## src/rtl/tail_light_sequencer.sv

```systemverilog
// Tail-light sequencer: step prescaler, side-select debounce, hazard/turn/idle
// arbitration, sweep/flash FSM and registered per-side lamp decode.

module tail_light_debounce #(
  parameter int DEBOUNCE = 16
) (
  input  logic clk,
  input  logic rst_n,
  input  logic sel_n,
  output logic press
);
  localparam int CW = $clog2(DEBOUNCE + 1);

  logic          s1, s2, acc;
  logic [CW-1:0] cnt;

  // press is a one-cycle pulse on an accepted 1->0 of the synchronized level
  always_ff @(posedge clk or negedge rst_n) begin
    if (!rst_n) begin
      s1    <= 1'b1;
      s2    <= 1'b1;
      acc   <= 1'b1;
      cnt   <= '0;
      press <= 1'b0;
    end else begin
      s1    <= sel_n;
      s2    <= s1;
      press <= 1'b0;
      if (s2 == acc) begin
        cnt <= '0;
      end else if (cnt == CW'(DEBOUNCE - 1)) begin
        acc   <= s2;
        cnt   <= '0;
        press <= ~s2;
      end else begin
        cnt <= cnt + 1'b1;
      end
    end
  end
endmodule

module tail_light_lamp #(
  parameter bit INNER_MSB = 1'b0
) (
  input  logic       clk,
  input  logic       rst_n,
  input  logic [1:0] level,
  input  logic       sweep,
  input  logic       haz,
  input  logic       flash_on,
  input  logic       brake,
  input  logic       active,
  output logic [2:0] lamp
);
  logic [2:0] fill, pat;

  always_comb begin
    case (level)
      2'd1:    fill = 3'b001;
      2'd2:    fill = 3'b011;
      2'd3:    fill = 3'b111;
      default: fill = 3'b000;
    endcase
    // right group fills from its MSB (innermost) outward
    pat = INNER_MSB ? {fill[0], fill[1], fill[2]} : fill;
  end

  always_ff @(posedge clk or negedge rst_n) begin
    if (!rst_n)              lamp <= 3'b000;
    else if (haz)            lamp <= flash_on ? 3'b111 : 3'b000;
    else if (sweep && active) lamp <= pat;
    else                     lamp <= brake ? 3'b111 : 3'b000;
  end
endmodule

module tail_light_sequencer #(
  parameter int TICK_DIV = 5_000_000,
  parameter int DEBOUNCE = 16
) (
  input  logic       ADC_CLK_10,
  input  logic       reset_n,
  input  logic       sel_n,
  input  logic       hazard,
  input  logic       turn_en,
  input  logic       brake,
  output logic [2:0] left_led,
  output logic [2:0] right_led,
  output logic       side
);
  localparam int PW        = $clog2(TICK_DIV);
  localparam int NUM_SIDES = 2;

  typedef enum logic [2:0] {S_IDLE, S_T0, S_T1, S_T2, S_T3, S_HON, S_HOFF} state_t;
  typedef enum logic [1:0] {M_IDLE, M_TURN, M_HAZ} mode_t;

  state_t        state;
  mode_t         mode, mode_q;
  logic [PW-1:0] pcnt;
  logic          tick, press, brake_q;
  logic [1:0]    level;
  logic          sweep, haz, flash_on;

  tail_light_debounce #(.DEBOUNCE(DEBOUNCE)) u_deb (
    .clk   (ADC_CLK_10),
    .rst_n (reset_n),
    .sel_n (sel_n),
    .press (press)
  );

  always_comb begin
    mode = M_IDLE;
    if (hazard)       mode = M_HAZ;
    else if (turn_en) mode = M_TURN;
  end

  assign tick = (pcnt == PW'(TICK_DIV - 1));

  // mode entry and side restarts realign the prescaler so every step lasts TICK_DIV
  always_ff @(posedge ADC_CLK_10 or negedge reset_n) begin
    if (!reset_n) begin
      state   <= S_IDLE;
      mode_q  <= M_IDLE;
      pcnt    <= '0;
      side    <= 1'b0;
      brake_q <= 1'b0;
    end else begin
      brake_q <= brake;
      if (press) side <= ~side;
      if (mode != mode_q) begin
        mode_q <= mode;
        pcnt   <= '0;
        case (mode)
          M_HAZ:   state <= S_HON;
          M_TURN:  state <= S_T1;
          default: state <= S_IDLE;
        endcase
      end else if (press && mode == M_TURN) begin
        pcnt  <= '0;
        state <= S_T1;
      end else begin
        pcnt <= tick ? '0 : pcnt + 1'b1;
        if (tick) begin
          case (state)
            S_T0:    state <= S_T1;
            S_T1:    state <= S_T2;
            S_T2:    state <= S_T3;
            S_T3:    state <= S_T0;
            S_HON:   state <= S_HOFF;
            S_HOFF:  state <= S_HON;
            default: state <= state;
          endcase
        end
      end
    end
  end

  always_comb begin
    level    = 2'd0;
    sweep    = 1'b0;
    haz      = 1'b0;
    flash_on = 1'b0;
    case (state)
      S_T0:    sweep = 1'b1;
      S_T1:    begin sweep = 1'b1; level = 2'd1; end
      S_T2:    begin sweep = 1'b1; level = 2'd2; end
      S_T3:    begin sweep = 1'b1; level = 2'd3; end
      S_HON:   begin haz = 1'b1; flash_on = 1'b1; end
      S_HOFF:  haz = 1'b1;
      default: ;
    endcase
  end

  logic [NUM_SIDES-1:0][2:0] lamp;

  for (genvar i = 0; i < NUM_SIDES; i++) begin : g_side
    tail_light_lamp #(.INNER_MSB(i == 1)) u_lamp (
      .clk      (ADC_CLK_10),
      .rst_n    (reset_n),
      .level    (level),
      .sweep    (sweep),
      .haz      (haz),
      .flash_on (flash_on),
      .brake    (brake_q),
      .active   (side == (i == 1)),
      .lamp     (lamp[i])
    );
  end

  assign left_led  = lamp[0];
  assign right_led = lamp[1];
endmodule
```

## config.mk

```make
export PLATFORM = sky130hd
export DESIGN_NAME = tail_light_sequencer
export DESIGN_NICKNAME = d
export VERILOG_FILES = /design/src/rtl/tail_light_sequencer.sv
export SDC_FILE = /design/constraint.sdc
export NUM_CORES = 1
export LEC_CHECK = 0
export ABC_AREA = 1
export CORE_MARGIN = 3
export CORE_UTILIZATION = 55
export CTS_CLUSTER_DIAMETER = 50
export DETAILED_ROUTE_END_ITERATION = 6
export GPL_TIMING_DRIVEN = 0
export PLACE_DENSITY = 0.74
export REMOVE_ABC_BUFFERS = 1
export SYNTH_ARGS = -nofsm -noshare
export SYNTH_HDL_FRONTEND = slang
export SYNTH_SLANG_ARGS = --single-unit
export TNS_END_PERCENT = 10
```

## constraint.sdc

```tcl
create_clock -name ADC_CLK_10 -period 2.8 [get_ports ADC_CLK_10]
set_input_delay 0.42 -clock ADC_CLK_10 [delete_from_list [all_inputs] [get_ports ADC_CLK_10]]
set_output_delay 0.42 -clock ADC_CLK_10 [all_outputs]
set_load 0.01 [all_outputs]
```

==> summary.log <==
INFO  outcome        outcome=complete, but fails checks
INFO  outcome        violations=negative hold slack
INFO  placed_design  place.gp.congestion=0.9001
INFO  clock_tree     cts-hold-fix-buffers=0
INFO  power          comb_power_share=27.8%
INFO  clock_tree     post_cts_resize_count=0
INFO  placed_design  hpwl=3.663mm
INFO  clock_tree     cts-root-to-sink-buffers=2
INFO  power          p_leak=1.312nW
INFO  critical_path  max_stage_delay=0.44ns
INFO  global_routing global_route_wire_length_before_repair=8.335mm
INFO  logic_synthesis cell_types_occupying_the_most_area_after_synthesis=sky130_fd_sc_hd__dfrtp_1 40%, sky130_fd_sc_hd__nand2_1 11%, sky130_fd_sc_hd__nor2_1 8.2%
INFO  timing         maximum_clock_frequency=549.1MHz
INFO  power          internal-power=1.068mW
INFO  floorplanning  dieWidth=75.45um
INFO  critical_path  crit_path_start_kind=flip-flop
INFO  placed_design  buffer_ports.inserted=12
INFO  final_layout   postLayoutCellArea=0.002920mm2
INFO  clock_tree     number_of_clock_buffers_inserted_by_tritoncts=5
INFO  final_layout   area_growth_syn_to_layout=10.09%
INFO  timing         relSlewSlack=73.22%
INFO  drt            routed_wl=4.824mm
INFO  logic_synthesis synth_edf_count=0
INFO  final_layout   ant_diodes=0
INFO  logic_synthesis ys_seq_area_share=42.59%
INFO  clock_tree     cts_tree=built
INFO  timing         number_of_slew_limit_violations_in_the_final_report=0
INFO  timing         rsz0062_at_grt=no
INFO  critical_path  crit_end_category=flip-flop
INFO  clock_tree     h_tree_levels=2
INFO  drt            post_drt_via_cell_ratio=5.136
INFO  clock_tree     cts_setup_buffers=0
INFO  power          power_density=550.5mW/mm2
INFO  logic_synthesis yosys.cell_count.top_type=sky130_fd_sc_hd__nand2_1
INFO  critical_path  critical_path_peak_fanout=18
INFO  timing         setup_tns=0ns
INFO  logic_synthesis synth-seq-cells=45
INFO  drt            detail-route-antenna-nets=0
INFO  placed_design  placement.cell_area=0.002834mm2
INFO  floorplanning  floorplan.die_area=0.005692mm2
INFO  final_layout   drive_gt1_share=21.25%
INFO  final_layout   final_nets=360
INFO  logic_synthesis syn_avg_cell_area=7.942um2
INFO  worst_hold_path worst_hold_path_type=primary input to async pin
INFO  critical_path  r2r-start=pcnt[0]
INFO  critical_path  critical-path-slowest-cell=sky130_fd_sc_hd__dfrtp_1
INFO  final_layout   layout.core_utilization=64.83%
INFO  drt            detail_route.first_pass.iterations=4
INFO  floorplanning  initial_core_util=58.89%
INFO  floorplanning  rows=24
INFO  logic_synthesis synth_commonest_cells=81 x sky130_fd_sc_hd__nand2_1, 58 x sky130_fd_sc_hd__nor2_1, 42 x sky130_fd_sc_hd__dfrtp_1
INFO  logic_synthesis post_synth_instance_area=0.002653mm2
INFO  power          power_switching_share=33.58%
INFO  global_routing globalRouteTotalUtil=19.08%
INFO  final_layout   final-instance-count-excl-fill=405
INFO  critical_path  worstPathCellList=ha_1, nand3_2, nor2_1, nand3_1, nand3_4, nand2_2, nand2_1, nand2_1
INFO  floorplanning  core=0.004504mm2
INFO  drt            dr.first_iter.drc_count=111
INFO  clock_tree     clk_root_buffer_cell=sky130_fd_sc_hd__clkbuf_8
INFO  timing         timing.clock.skew=0.008679ns
INFO  timing         setup_viol_count_final=0
INFO  critical_path  crit_family=simple AND/OR/NAND/NOR gates
INFO  power          clock_power_share=24.8%
INFO  power          power.ir.vdd_worst=0.0005661V
INFO  logic_synthesis yosysUniqueCellTypes=32
INFO  final_layout   multi_input_area=0.001349mm2
INFO  logic_synthesis area_share_of_the_largest_cell_type_after_synthesis=39.62%
INFO  flow_run       maxCapViolCount=0
INFO  placed_design  post-place-cells=397
INFO  global_routing grt_antenna_before_repair=0
INFO  critical_path  cpMostUsedCell=sky130_fd_sc_hd__nand2_1
INFO  global_routing first_global_vias=1980
INFO  critical_path  crit_required=3.00ns
INFO  timing         final.min_clock_period=1.821ns
INFO  logic_synthesis share_of_synthesized_registers_carrying_an_async_set_or_reset=100.0%
INFO  clock_tree     clock_latency=0.31ns
INFO  critical_path  criticalPathCategory=flip-flop to flip-flop
INFO  global_routing grt-ovfl-total=0
INFO  logic_synthesis yosys_warnings=0
INFO  floorplanning  die_height=75.45um
INFO  drt            drc_errors=0
INFO  power          post-layout-total-power=1.608mW
INFO  timing         hold_violations_final=5
INFO  logic_synthesis synth_ff_type=sky130_fd_sc_hd__dfrtp_1
INFO  final_layout   sequential_area=0.001130mm2
INFO  floorplanning  top_level_ports=13
INFO  global_routing grt_max_degree=34
INFO  critical_path  cp-startpoint=pcnt[0]
INFO  timing         final.period_utilization=65.04%
INFO  drt            route.detailed.wl_per_inst=11.91um
INFO  clock_tree     clock_sinks=45
INFO  logic_synthesis synthesis.instances=334
INFO  logic_synthesis netlist.top_cell.by_area=sky130_fd_sc_hd__dfrtp_1
INFO  critical_path  critical_path_arrival=2.02ns
INFO  final_layout   fillers=394
INFO  power          switching_power=539.9uW
INFO  timing         hold_ws=-0.005963ns
INFO  drt            route.vias.total=2080
INFO  clock_tree     clk_pin_slew_worst_paths=0.09ns
INFO  power          power.share.sequential=47.4%
INFO  critical_path  critPathBufInv=0
INFO  timing         timing_worst_slew_pin_value=0.3988ns
==> layer usage <==
metal  global-route usage [%]  share of wire, %
met5                        0                 0
met3                    2.902               3.7
met1                    23.32                46
met2                    33.65                49
met4                    7.573               1.7
==> power groups by stage <==
stage | Sequential, mW | Clock, mW | Combinational [mW]
floorplan | 0.789 | 0 | 0.291
global route | 0.773 | 0.432 | 0.504
finish | 0.762 | 0.399 | 0.447
global placement | 0.774 | 0 | 0.443
detailed placement | 0.777 | 0 | 0.450
CTS | 0.763 | 0.408 | 0.452
==> cell usage in the layout (no fill, tap or decap), types with 6 or more instances in the layout <==
cell and instances:
sky130_fd_sc_hd__nand2_1 81, sky130_fd_sc_hd__inv_2 8, sky130_fd_sc_hd__nand2_2 8, sky130_fd_sc_hd__nor2_1 58
sky130_fd_sc_hd__nand3_2 7, sky130_fd_sc_hd__clkdlybuf4s50_1 11, sky130_fd_sc_hd__nor3_1 6, sky130_fd_sc_hd__nor2_2 15
sky130_fd_sc_hd__inv_1 31, sky130_fd_sc_hd__dfrtp_1 42, sky130_fd_sc_hd__nand3_1 25
==> cell families after synthesis <==
group | count (synthesis) | synth area share (%)
xor+xnor | 9 | 2.971
fa+ha+maj | 2 | 0.9432
flops | 45 | 42.59
compound gates | 10 | 2.500
buf+inv | 42 | 6.556
simple gates | 226 | 44.43
==> final timing paths <==
check	cells past startpoint	slack [ns]	endpoint
setup / recovery	8	0.98	state[1]
hold / removal	1	-0.006	pcnt[3]
setup reg to reg	8	0.98	state[1]
hold reg to reg	0	0.36	u_deb.s2
max in group asynchronous	2	2.26	u_deb.s1
min in group ADC_CLK_10	0	0.36	u_deb.s2
==> state kept, by name (all words and copies together), names as in the netlist, 2 cells and up <==
name and count:
g_side.u_lamp.lamp 6, mode_q 2, pcnt 23, state 3
u_deb.cnt 5
==> cell type report <==
type	count	area share, %
clock buffers	5	2.356
multi-input cells	247	46.19
inverters	40	5.313
clock inverters	3	0.5998
well taps	52	2.228
repair buffers	13	4.627
flip-flops and latches	45	38.69
==> metrics by stage <==
stage	worst slack, ns	hold WS (ns)
finish	0.9787	-0.005963
global route	0.8020	0.01159
CTS	0.9675	0.00007649
detailed placement	0.7498	0.3264
global placement	0.1307	0.3468
floorplan	1.246	0.1244
==> worst register-to-register path, cell delays in order, from the launching register on <==
cell	delay [ns]
sky130_fd_sc_hd__dfrtp_1	0.44
sky130_fd_sc_hd__ha_1	0.34
sky130_fd_sc_hd__nand3_2	0.16
sky130_fd_sc_hd__nor2_1	0.13
sky130_fd_sc_hd__nand3_1	0.13
sky130_fd_sc_hd__nand3_4	0.27
sky130_fd_sc_hd__nand2_2	0.11
sky130_fd_sc_hd__nand2_1	0.07
sky130_fd_sc_hd__nand2_1	0.05
Note: power is estimated with default switching activity, not from simulation.
